`config.mk`:
```
export PLATFORM = sky130hd
export DESIGN_NAME = encoder8to3_scan_flat
export DESIGN_NICKNAME = d
export VERILOG_FILES = /design/src/rtl/encoder8to3_scan_if.sv /design/src/rtl/encoder8to3_scan.sv /design/src/flat_wrapper.sv
export SDC_FILE = /design/constraint.sdc
export NUM_CORES = 1
export LEC_CHECK = 0
export ABC_AREA = 1
export BUFFER_PORTS_ARGS = -buffer_cell sky130_fd_sc_hd__clkbuf_2
export CAP_MARGIN = 5
export CORE_MARGIN = 2
export CORE_UTILIZATION = 52
export CTS_CLUSTER_DIAMETER = 80
export DETAILED_ROUTE_END_ITERATION = 7
export GPL_TIMING_DRIVEN = 0
export HOLD_SLACK_MARGIN = 0.05
export PLACE_DENSITY = 0.82
export REMOVE_ABC_BUFFERS = 1
export SKIP_LAST_GASP = 1
export SYNTH_ARGS = -nofsm -noshare
export SYNTH_HDL_FRONTEND = slang
export SYNTH_SLANG_ARGS = --single-unit
```
`constraint.sdc`:
```
create_clock -name clk -period 2.05 [get_ports clk]
set_clock_uncertainty 0.1 [all_clocks]
set_input_delay 0.41 -clock clk [delete_from_list [all_inputs] [get_ports clk]]
set_output_delay 0.41 -clock clk [all_outputs]
set_load 0.01 [all_outputs]
```
`src/rtl/encoder8to3_scan_if.sv`:
```
// Handshake bundle for encoder8to3_scan: vector input channel, index output channel, busy status.
interface encoder8to3_scan_if;
    logic       in_valid;
    logic       in_ready;
    logic [7:0] in_vec;
    logic       out_valid;
    logic       out_ready;
    logic [2:0] out_idx;
    logic       out_last;
    logic       busy;

    modport master (
        output in_valid, in_vec, out_ready,
        input  in_ready, out_valid, out_idx, out_last, busy
    );

    modport slave (
        input  in_valid, in_vec, out_ready,
        output in_ready, out_valid, out_idx, out_last, busy
    );
endinterface

```
`src/rtl/encoder8to3_scan.sv`:
```
// Sequential 8-to-3 encoder: emits the index of every set request bit, one per handshake, in priority order.
// Optional macro ENC_ZERO_ERR_EN adds a one-cycle err pulse after an all-zero vector is accepted.
module encoder8to3_scan #(
    parameter bit MSB_FIRST = 1'b0
) (
    input  logic clk,
    input  logic rst,
`ifdef ENC_ZERO_ERR_EN
    output logic err,
`endif
    encoder8to3_scan_if.slave bus
);

    typedef enum logic {
        IDLE = 1'b0,
        SCAN = 1'b1
    } state_t;

    state_t     state_r;
    state_t     state_nxt_s;
    logic [7:0] pending_r;
    logic [7:0] pending_nxt_s;
    logic       in_ready_r;
    logic       out_valid_r;
    logic [2:0] out_idx_r;
    logic       out_last_r;
    logic       busy_r;
`ifdef ENC_ZERO_ERR_EN
    logic       zero_take_s;
    logic       err_r;
`endif

    // Index of the highest-priority set bit; 0 when nothing is pending.
    function automatic logic [2:0] prio_idx(input logic [7:0] vec);
        logic [2:0] idx;
        idx = 3'd0;
        if (MSB_FIRST) begin
            for (int i = 0; i < 8; i++) begin
                if (vec[i]) begin
                    idx = 3'(i);
                end else begin
                    idx = idx;
                end
            end
        end else begin
            for (int i = 7; i >= 0; i--) begin
                if (vec[i]) begin
                    idx = 3'(i);
                end else begin
                    idx = idx;
                end
            end
        end
        return idx;
    endfunction

    function automatic logic is_onehot(input logic [7:0] vec);
        return (vec != 8'd0) && ((vec & (vec - 8'd1)) == 8'd0);
    endfunction

    // Next-state and next-pending decode.
    always_comb begin
        state_nxt_s   = state_r;
        pending_nxt_s = pending_r;
`ifdef ENC_ZERO_ERR_EN
        zero_take_s   = 1'b0;
`endif
        case (state_r)
            IDLE: begin
                if (bus.in_valid) begin
                    if (bus.in_vec != 8'd0) begin
                        pending_nxt_s = bus.in_vec;
                        state_nxt_s   = SCAN;
                    end else begin
`ifdef ENC_ZERO_ERR_EN
                        zero_take_s   = 1'b1;
`endif
                        state_nxt_s   = IDLE;
                    end
                end else begin
                    state_nxt_s = IDLE;
                end
            end
            SCAN: begin
                if (bus.out_ready) begin
                    pending_nxt_s = pending_r & ~(8'd1 << out_idx_r);
                    if (out_last_r) begin
                        state_nxt_s = IDLE;
                    end else begin
                        state_nxt_s = SCAN;
                    end
                end else begin
                    pending_nxt_s = pending_r;
                end
            end
            default: begin
                state_nxt_s   = IDLE;
                pending_nxt_s = 8'd0;
            end
        endcase
    end

    // State, pending vector and outputs, all precomputed from next state so outputs stay registered.
    always_ff @(posedge clk or posedge rst) begin
        if (rst) begin
            state_r     <= IDLE;
            pending_r   <= 8'd0;
            in_ready_r  <= 1'b1;
            out_valid_r <= 1'b0;
            out_idx_r   <= 3'd0;
            out_last_r  <= 1'b0;
            busy_r      <= 1'b0;
        end else begin
            state_r     <= state_nxt_s;
            pending_r   <= pending_nxt_s;
            in_ready_r  <= (state_nxt_s == IDLE);
            out_valid_r <= (state_nxt_s == SCAN);
            out_idx_r   <= prio_idx(pending_nxt_s);
            out_last_r  <= is_onehot(pending_nxt_s);
            busy_r      <= (state_nxt_s == SCAN);
        end
    end

`ifdef ENC_ZERO_ERR_EN
    // One-cycle pulse after a zero vector is consumed in IDLE.
    always_ff @(posedge clk or posedge rst) begin
        if (rst) begin
            err_r <= 1'b0;
        end else begin
            err_r <= zero_take_s;
        end
    end

    assign err = err_r;
`endif

    assign bus.in_ready  = in_ready_r;
    assign bus.out_valid = out_valid_r;
    assign bus.out_idx   = out_idx_r;
    assign bus.out_last  = out_last_r;
    assign bus.busy      = busy_r;

endmodule

```
`src/flat_wrapper.sv`:
```
// flat-port wrapper written by rule: the top's interface ports become plain ports
module encoder8to3_scan_flat 
#(
    parameter bit MSB_FIRST = 1'b0
)
  (clk, rst, bus_in_valid, bus_in_vec, bus_out_ready, bus_in_ready, bus_out_valid, bus_out_idx, bus_out_last, bus_busy);
  encoder8to3_scan_if bus_i ();
  input  logic clk;
  input  logic rst;
  input wire logic [$bits(bus_i.in_valid)-1:0] bus_in_valid;
  input wire logic [$bits(bus_i.in_vec)-1:0] bus_in_vec;
  input wire logic [$bits(bus_i.out_ready)-1:0] bus_out_ready;
  output wire logic [$bits(bus_i.in_ready)-1:0] bus_in_ready;
  output wire logic [$bits(bus_i.out_valid)-1:0] bus_out_valid;
  output wire logic [$bits(bus_i.out_idx)-1:0] bus_out_idx;
  output wire logic [$bits(bus_i.out_last)-1:0] bus_out_last;
  output wire logic [$bits(bus_i.busy)-1:0] bus_busy;
  assign bus_i.in_valid = bus_in_valid;
  assign bus_i.in_vec = bus_in_vec;
  assign bus_i.out_ready = bus_out_ready;
  assign bus_in_ready = bus_i.in_ready;
  assign bus_out_valid = bus_i.out_valid;
  assign bus_out_idx = bus_i.out_idx;
  assign bus_out_last = bus_i.out_last;
  assign bus_busy = bus_i.busy;
  encoder8to3_scan #(.MSB_FIRST(MSB_FIRST)) u_core (.clk(clk), .rst(rst), .bus(bus_i));
endmodule
```
==> impl_metrics.tcl, run 1 <==
set metrics [dict create \
    startpoint "u_core.state_r" \
    ys_seq_area_share_pct 39.8 \
    synthToLayoutAreaGrowth_pct 15.9 \
    setup.worst_path.class "flop to flop" \
    worstPathRequired_ps 2140 \
    cp_cell_sequence "nor2_4 -> o21ai_4 -> nand2_1 -> nand2_1 -> nand2_1 -> nand2_2 -> nor2_2 -> inv_1 -> nand2_1 -> nand2_1 -> nor2_1" \
    synthTopCellsByArea "dfrtp_1, nand2_1, inv_1" \
    p_leak_nw 0.608 \
    clk_pin_slew_worst_paths_ps 80 \
    grt_max_degree 15 \
    tritoncts "done" \
    grt_pass1_vias 759 \
    track_usage_pct 21.8 \
    max_stage_delay_ps 480 \
    first_pass_iters 4 \
    fmax_ghz 0.552 \
    core_area_mm2 0.00154 \
    synth_top_area_share_pct 36.8 \
    cts_buffer_depth 2 \
    io_pins 19 \
    route.met3.wl_um 66 \
    tightest_slew_ps 501 \
    maxSlewViolCount 0 \
    die_area_mm2 0.00204 \
    drive_above_1_share_pct 20.9 \
    synthCells 131 \
    power_density_mw_per_mm2 1470 \
    wl_per_cell_um 11.1 \
    outcome "complete, no violations" \
    via_per_inst 4.94 \
    crit_slowest_cell "dfrtp_2" \
    die_y_um 45.2 \
    worstSetupStartpointType "flop" \
    rows 14 \
    final_common_cell "nand2_1" \
    hold_viol_final 0 \
    min_from "bus_in_vec[5]" \
    period_minus_slack_ps 1810 \
    tns_ps 0 \
    yosys.area.top_type "dfrtp_1" \
    drt.antenna.violating_nets 0 \
    cts_setup_buffers 0 \
    post_synth.cell_area_avg_um2 6.74 \
    cpMostUsedCell "nand2_1" \
    synth_area_um2 883 \
    grt_pass1_wl_um 3070 \
    end_kind "flop" \
    fp.dieW_um 45.2 \
    critPathTopFamily "simple AND/OR/NAND/NOR gates" \
    clk-insertion-delay-late_ps 270 \
    worstPathArrival_ps 1910 \
    overflow 0 \
    cp_num_buf_inv 1 \
    wl_met2_um 883 \
    htree_levels 1 \
    portBuffers 18 \
    diodes 0 \
    dp_hpwl_um 1520 \
    wl_met1_um 887 \
    antenna_found_initial 0 \
    drtIter0Drc 19 \
    root_buffer "clkbuf_4" \
    clock_sinks 14 \
    top_layer "met4" \
    ir_drop_uv 778 \
    vias 835 \
    crit_fanout 9 \
    yosysWarnings 0 \
    cap_violations 0 \
    layout.nets 166 \
    ys_ff_latch 14 \
    drc 0 \
    r2r_start "u_core.state_r" \
    cts_made_buffers 3 \
    final_cell_mix "nand2_1, inv_1, nor2_1, clkbuf_2, dfrtp_1" \
    initial_utilization_pct 57.3 \
    wl_um 1870 \
    slew_headroom_pct 66.5 \
    ys_types 20 \
    min_period_over_period_pct 88.5 \
    setup_viol_count_final 0 \
    min_path_type "primary input to flop" \
    gp_congestion 0.785 \
    grt_setup_unrepaired "false" \
    fin_hold_ws_ps 368 \
]
report_power, final:
group | total, mW | switching (mW) | internal (mW)
Sequential | 0.487 | 0.0755 | 0.411
Clock | 0.156 | 0.0807 | 0.0753
Combinational | 0.866 | 0.557 | 0.309
Yosys cell counts (all sizes together):
| master | number |
|---|---|
| inv | 24 |
| dfrtp | 13 |
| nand4 | 3 |
| or2 | 1 |
| a21boi | 5 |
| and2 | 1 |
| nor2 | 25 |
| nand2 | 45 |
| buf | 1 |
| nand3 | 5 |
| dfstp | 1 |
| a21oi | 3 |
| o21a | 2 |
| o21ai | 2 |
routing by layer:
metal	global-route usage (%)	vias to the layer above
li1	-	440
met1	26.9	372
met2	34.3	19
met3	4.00	4
met4	14.7	0
met5	0	-
tightest hold or removal path, stage by stage:
cell and delay (ps):
clkbuf_2 90, nand2_1 60, nand2_1 110
layout make-up:
cell class	instances	area, µm²
well taps	16	20.0
fillers	137	518
flip-flops and latches	14	353
inverters	24	90.1
clock buffers	4	26.3
repair buffers	19	100
multi-input cells	92	434
cell families (layout without fill, tap and decap cells):
kind of cell	after synthesis	after routing	share of synthesized area [%]
AND/OR/NAND/NOR	80	80	38.7
buffers and inverters	25	47	11.0
flip-flops	14	14	39.8
AO/OA/AOI/OAI	12	12	10.5
final timing paths:
check	end	slack, ps	cells after the start
max	u_core.bus.out_last	240	11
min	u_core.pending_r[5]	370	3
max reg2reg	u_core.bus.out_last	240	11
min reg2reg	u_core.state_r	440	3
max in group asynchronous	u_core.state_r	900	3
min in group asynchronous	u_core.pending_r[3]	580	3
sequential cells by signal, indices dropped and copies added, names as in the netlist:
signal and flops:
u_core.bus.out_last 1, u_core.pending_r 8, u_core.bus.out_idx 3, u_core.bus.in_ready 1, u_core.state_r 1
stage by stage:
step / power (mW) / area (µm²) / worst slack [ps] / instances / util (%)
after detailed placement: 1.35 / 986 / 109 / 164 / 64.0
final: 1.51 / 1020 / 237 / 169 / 66.4
after floorplan: 1.12 / 876 / 414 / 130 / -
after global routing: 1.68 / 1020 / 33.9 / 169 / 66.4
after CTS: 1.51 / 1020 / 184 / 169 / 66.3
after global placement: 1.31 / 986 / 165 / 164 / 64.0
what timing repair did:
action                                  CTS  global route
hold buffers                              1             0
resized for setup                         0             1
endpoints found under the hold margin     7             0
endpoints found under the setup margin    0             2
No activity file was read; power rests on OpenSTA's default activity.
==> run 2: changes to the inputs <==
- clock period: 2.05 -> 1.85 ns (I/O delays scaled with it)
==> impl_metrics.tcl, run 2 (same netlist as run 1, synthesis figures left out) <==
set metrics [dict create \
    outcome "complete, no violations" \
    power_switching_mw 0.884 \
    p_int_mw 0.983 \
    power_frac_seq_pct 28.9 \
    grt_setup_unrepaired "true" \
    dp_hpwl_um 1520 \
    root_buffer "clkbuf_4" \
    htree_levels 1 \
    fillers 126 \
    via_per_inst 4.97 \
    hold_end "u_core.pending_r[5]" \
    fin_ws_ps 76.3 \
    cap_violations 0 \
    drtIter0Drc 26 \
    diodes 0 \
    slew_headroom_pct 66.6 \
    min_path_type "primary input to flop" \
    rr_endpoint "u_core.bus.out_last" \
    portBuffers 18 \
    largest_reg_flops 8 \
    synthToLayoutAreaGrowth_pct 23.9 \
    clk_pin_slew_worst_paths_ps 80 \
    grt_pass1_wl_um 3070 \
    core_area_mm2 0.00154 \
    critPathTopFamily "simple AND/OR/NAND/NOR gates" \
    r2r_start "u_core.state_r" \
    clock_sinks 14 \
    reg2reg_slack_ps 80 \
    cts_buffer_depth 2 \
    crit_slowest_cell "dfrtp_2" \
    drc 0 \
    initial_utilization_pct 57.3 \
    wl_um 2120 \
    setup.worst_path.class "flop to flop" \
    crit_fanout 8 \
    grt_max_degree 15 \
    p_leak_nw 0.635 \
    vias 870 \
    die_area_mm2 0.00204 \
    layout.nets 172 \
    fin_hold_ws_ps 327 \
    maxSlewViolCount 0 \
    grt_pass1_vias 759 \
    cpMostUsedCell "nand2_1" \
    post-place-ws_ps -51.1 \
    end_kind "flop" \
    min_from "bus_in_vec[5]" \
    tritoncts "done" \
    worstPathArrival_ps 1870 \
    cp_num_buf_inv 2 \
    final_cell_mix "nand2_1, inv_1, nor2_1, clkbuf_2, dfrtp_1" \
    min_period_over_period_pct 95.9 \
    whs_path_depth 3 \
    pwr-share-clk_pct 9.4 \
    max_stage_delay_ps 450 \
    drt.antenna.violating_nets 0 \
    fp.dieW_um 45.2 \
    rows 14 \
    wl_per_cell_um 12.1 \
    worstSetupStartpointType "flop" \
    die_y_um 45.2 \
    gp_congestion 0.785 \
    io_pins 19 \
    largest_register "u_core.pending_r" \
    clk-insertion-delay-late_ps 270 \
    overflow 0 \
    cp.depth 10 \
    power_density_mw_per_mm2 1710 \
    cp_cell_sequence "buf_4 -> nand3_2 -> o21a_1 -> a21oi_4 -> nand2_2 -> nor2_4 -> inv_1 -> nand2_1 -> nand2_1 -> nor2_1" \
    pwr-share-comb_pct 61.7 \
    period_minus_slack_ps 1770 \
    setup_viol_count_final 0 \
    tightest_slew_ps 500 \
    reg2reg_depth 10 \
    swShare_pct 47.4 \
    worstPathRequired_ps 1940 \
    track_usage_pct 21.8 \
    drive_above_1_share_pct 26.4 \
    antenna_found_initial 0 \
    ir_drop_uv 935 \
    cts_made_buffers 3 \
    final_common_cell "nand2_1" \
    fmax_ghz 0.564 \
    first_pass_iters 4 \
    hold_viol_final 0 \
]
[run 2: worst max-delay path by stage]
stage	slack, ps	start	end
finish	80	u_core.state_r	u_core.bus.out_last
global route	-80	u_core.state_r	u_core.bus.out_last
CTS	30	u_core.state_r	u_core.bus.out_last
detailed placement	-50	bus_in_vec[4]	u_core.bus.out_last
global placement	5	bus_in_vec[4]	u_core.bus.out_last
floorplan	210	u_core.state_r	u_core.bus.out_last
[run 2: per-stage QoR]
step           cells  setup TNS (ps)  area, µm²  util, %  power (mW)
2_1_floorplan    130               0        876        -        1.25
3_3_place_gp     164               0        986     64.0        1.46
3_5_place_dp     164           -51.1        986     64.0        1.49
4_1_cts          169               0       1020     66.4        1.68
5_1_grt          175           -90.2       1090     71.0        2.05
6_report         175               0       1090     71.0        1.87
[run 2: routing by layer]
layer | global-route usage (%) | up-vias | wire length, µm
li1 | - | 455 | -
met1 | 26.9 | 389 | 935
met2 | 34.3 | 22 | 1090
met3 | 4.00 | 4 | 66
met4 | 14.7 | 0 | 35
met5 | 0 | - | 0
[run 2: final cells by class]
class	instances	area, µm²	area share, %
repair buffers	24	138	12.6
flip-flops and latches	14	353	32.2
clock buffers	4	26.3	2.40
inverters	24	90.1	8.23
multi-input cells	93	468	42.7
well taps	16	20.0	1.83
[run 2: tightest hold or removal path, stage by stage]
cell      delay, ps
clkbuf_2         90
nand2_1          60
nand2_1         120
[run 2: power groups by stage]
stage          clock [mW]  combinational (mW)  sequential, mW
3_5_place_dp            0               0.953           0.541
5_1_grt             0.192                1.31           0.550
2_1_floorplan           0               0.686           0.560
6_report            0.175                1.15           0.539
4_1_cts             0.178               0.962           0.539
3_3_place_gp            0               0.919           0.537
[run 2: repair_timing]
item                                   CTS  global route
hold buffers                             1             0
setup buffers                            0             5
endpoints found under the hold margin   13             0
pin swaps                                0             8
gates cloned                             0             1
setup endpoints to repair                1             3
gates resized for setup                  1             7
==> run 3: changes to the inputs <==
- CORE_MARGIN: 2 -> not set
- RECOVER_POWER: not set -> 25
==> impl_metrics.tcl, run 3 (same netlist as run 1, synthesis figures left out) <==
set metrics [dict create \
    min_path_type "primary input to flop" \
    pwr-share-comb_pct 58.7 \
    drive_above_1_share_pct 27.8 \
    worstSetupStartpointType "flop" \
    io_pins 19 \
    whs_path_depth 4 \
    drtIter0Drc 22 \
    grt_pass1_vias 779 \
    wl_per_cell_um 11.5 \
    wl_um 2000 \
    synthToLayoutAreaGrowth_pct 23.9 \
    initial_utilization_pct 57.3 \
    ir_drop_uv 1000 \
    end_kind "flop" \
    p_leak_nw 0.636 \
    first_pass_iters 4 \
    drt.antenna.violating_nets 0 \
    swShare_pct 46.5 \
    drc 0 \
    rows 14 \
    largest_register "u_core.pending_r" \
    clk_pin_slew_worst_paths_ps 80 \
    track_usage_pct 23.0 \
    fmax_ghz 0.588 \
    vias 870 \
    final_common_cell "nand2_1" \
    setup.worst_path.class "flop to flop" \
    clk-insertion-delay-late_ps 270 \
    power_density_mw_per_mm2 1680 \
    power_mw 1.83 \
    hold_viol_final 0 \
    maxSlewViolCount 0 \
    placed_cells 164 \
    cts_buffer_depth 2 \
    largest_reg_flops 8 \
    pwr-share-clk_pct 11.4 \
    tritoncts "done" \
    power_switching_mw 0.852 \
    clock_sinks 14 \
    gp_congestion 0.795 \
    grt_max_degree 15 \
    via_per_inst 5.00 \
    fp.dieW_um 43.2 \
    cts_made_buffers 3 \
    antenna_found_initial 0 \
    outcome "complete, no violations" \
    root_buffer "clkbuf_4" \
    p_int_mw 0.982 \
    setup_viol_count_final 0 \
    tns_ps 0 \
    layout.nets 171 \
    final_cell_mix "nand2_1, inv_1, nor2_1, clkbuf_2, dfrtp_1" \
    portBuffers 18 \
    post-place-ws_ps -16.9 \
    fin_ws_ps 150 \
    cap_violations 0 \
    diodes 0 \
    period_minus_slack_ps 1700 \
    crit_fanout 8 \
    worstPathArrival_ps 1770 \
    dp_hpwl_um 1500 \
    die_y_um 43.2 \
    core_area_mm2 0.00154 \
    fin_cells 174 \
    reg2reg_depth 10 \
    min_period_over_period_pct 91.9 \
    htree_levels 1 \
    grt_setup_unrepaired "false" \
    overflow 0 \
    grt_pass1_wl_um 3240 \
    die_area_mm2 0.00187 \
    tightest_slew_ps 518 \
    slew_headroom_pct 65.4 \
    power_frac_seq_pct 29.8 \
    worstPathRequired_ps 1920 \
]
-- run 3: cell count changes in the layout (fill, tap and decap cells not counted) --
| cell | change |
|---|---|
| nand2_1 | -2 |
| nand2_2 | +2 |
| a21oi_2 | +1 |
| a21oi_4 | -1 |
| buf_4 | -1 |
| clkbuf_1 | -1 |
| clkbuf_8 | +1 |
-- run 3: critical path, stage by stage (launching register included) --
cell,delay [ps]
dfrtp_2,480
nor2_4,200
o21ai_2,140
nand2_1,80
nand2_1,120
inv_2,90
nand2_2,60
nor2_1,140
nand2_1,70
nand4_1,80
nor2_2,50
-- run 3: worst paths after layout --
check,start,endpoint,slack (ps)
hold / removal,bus_out_ready,u_core.state_r,320
max in group asynchronous,rst,u_core.state_r,710
hold reg to reg,u_core.bus.out_last,u_core.state_r,450
setup reg to reg,u_core.state_r,u_core.bus.out_last,150
setup / recovery,u_core.state_r,u_core.bus.out_last,150
min in group asynchronous,rst,u_core.pending_r[3],570
-- run 3: cell type report --
type,count,area (µm²)
sequential,14,353
multi-input combinational,93,465
timing repair buffer,23,130
fill,122,447
inverter,24,90.1
tap,16,20.0
clock buffer,4,36.3
-- run 3: power groups by stage --
stage | Clock, mW | Sequential, mW | Combinational (mW)
2_1_floorplan | 0 | 0.560 | 0.686
3_3_place_gp | 0 | 0.540 | 0.909
3_5_place_dp | 0 | 0.549 | 0.941
4_1_cts | 0.211 | 0.543 | 0.950
5_1_grt | 0.228 | 0.565 | 1.23
6_report | 0.210 | 0.547 | 1.08
-- run 3: timing repair --
item                       4_1_cts  5_1_grt
resized for setup                0        9
buffers inserted                 0        4
hold endpoints to repair        13        0
setup endpoints to repair        0        3
hold buffers                     1        0
-- run 3: stage by stage --
stage / instance area, µm² / util (%) / hold WS (ps)
final: 1090 / 71.0 / 321
after floorplan: 876 / - / 159
after global placement: 986 / 64.0 / 285
after global routing: 1090 / 71.0 / 347
after detailed placement: 986 / 64.0 / 301
after CTS: 1030 / 67.0 / 324
-- run 3: layer usage --
layer  part of all wire, %  track usage, %  vias up
li1                      -               -      449
met1                    45            29.6      405
met2                    52            39.7       14
met3                   2.7            2.98        2
met4                  0.50            7.27        0
met5                     0               0        -
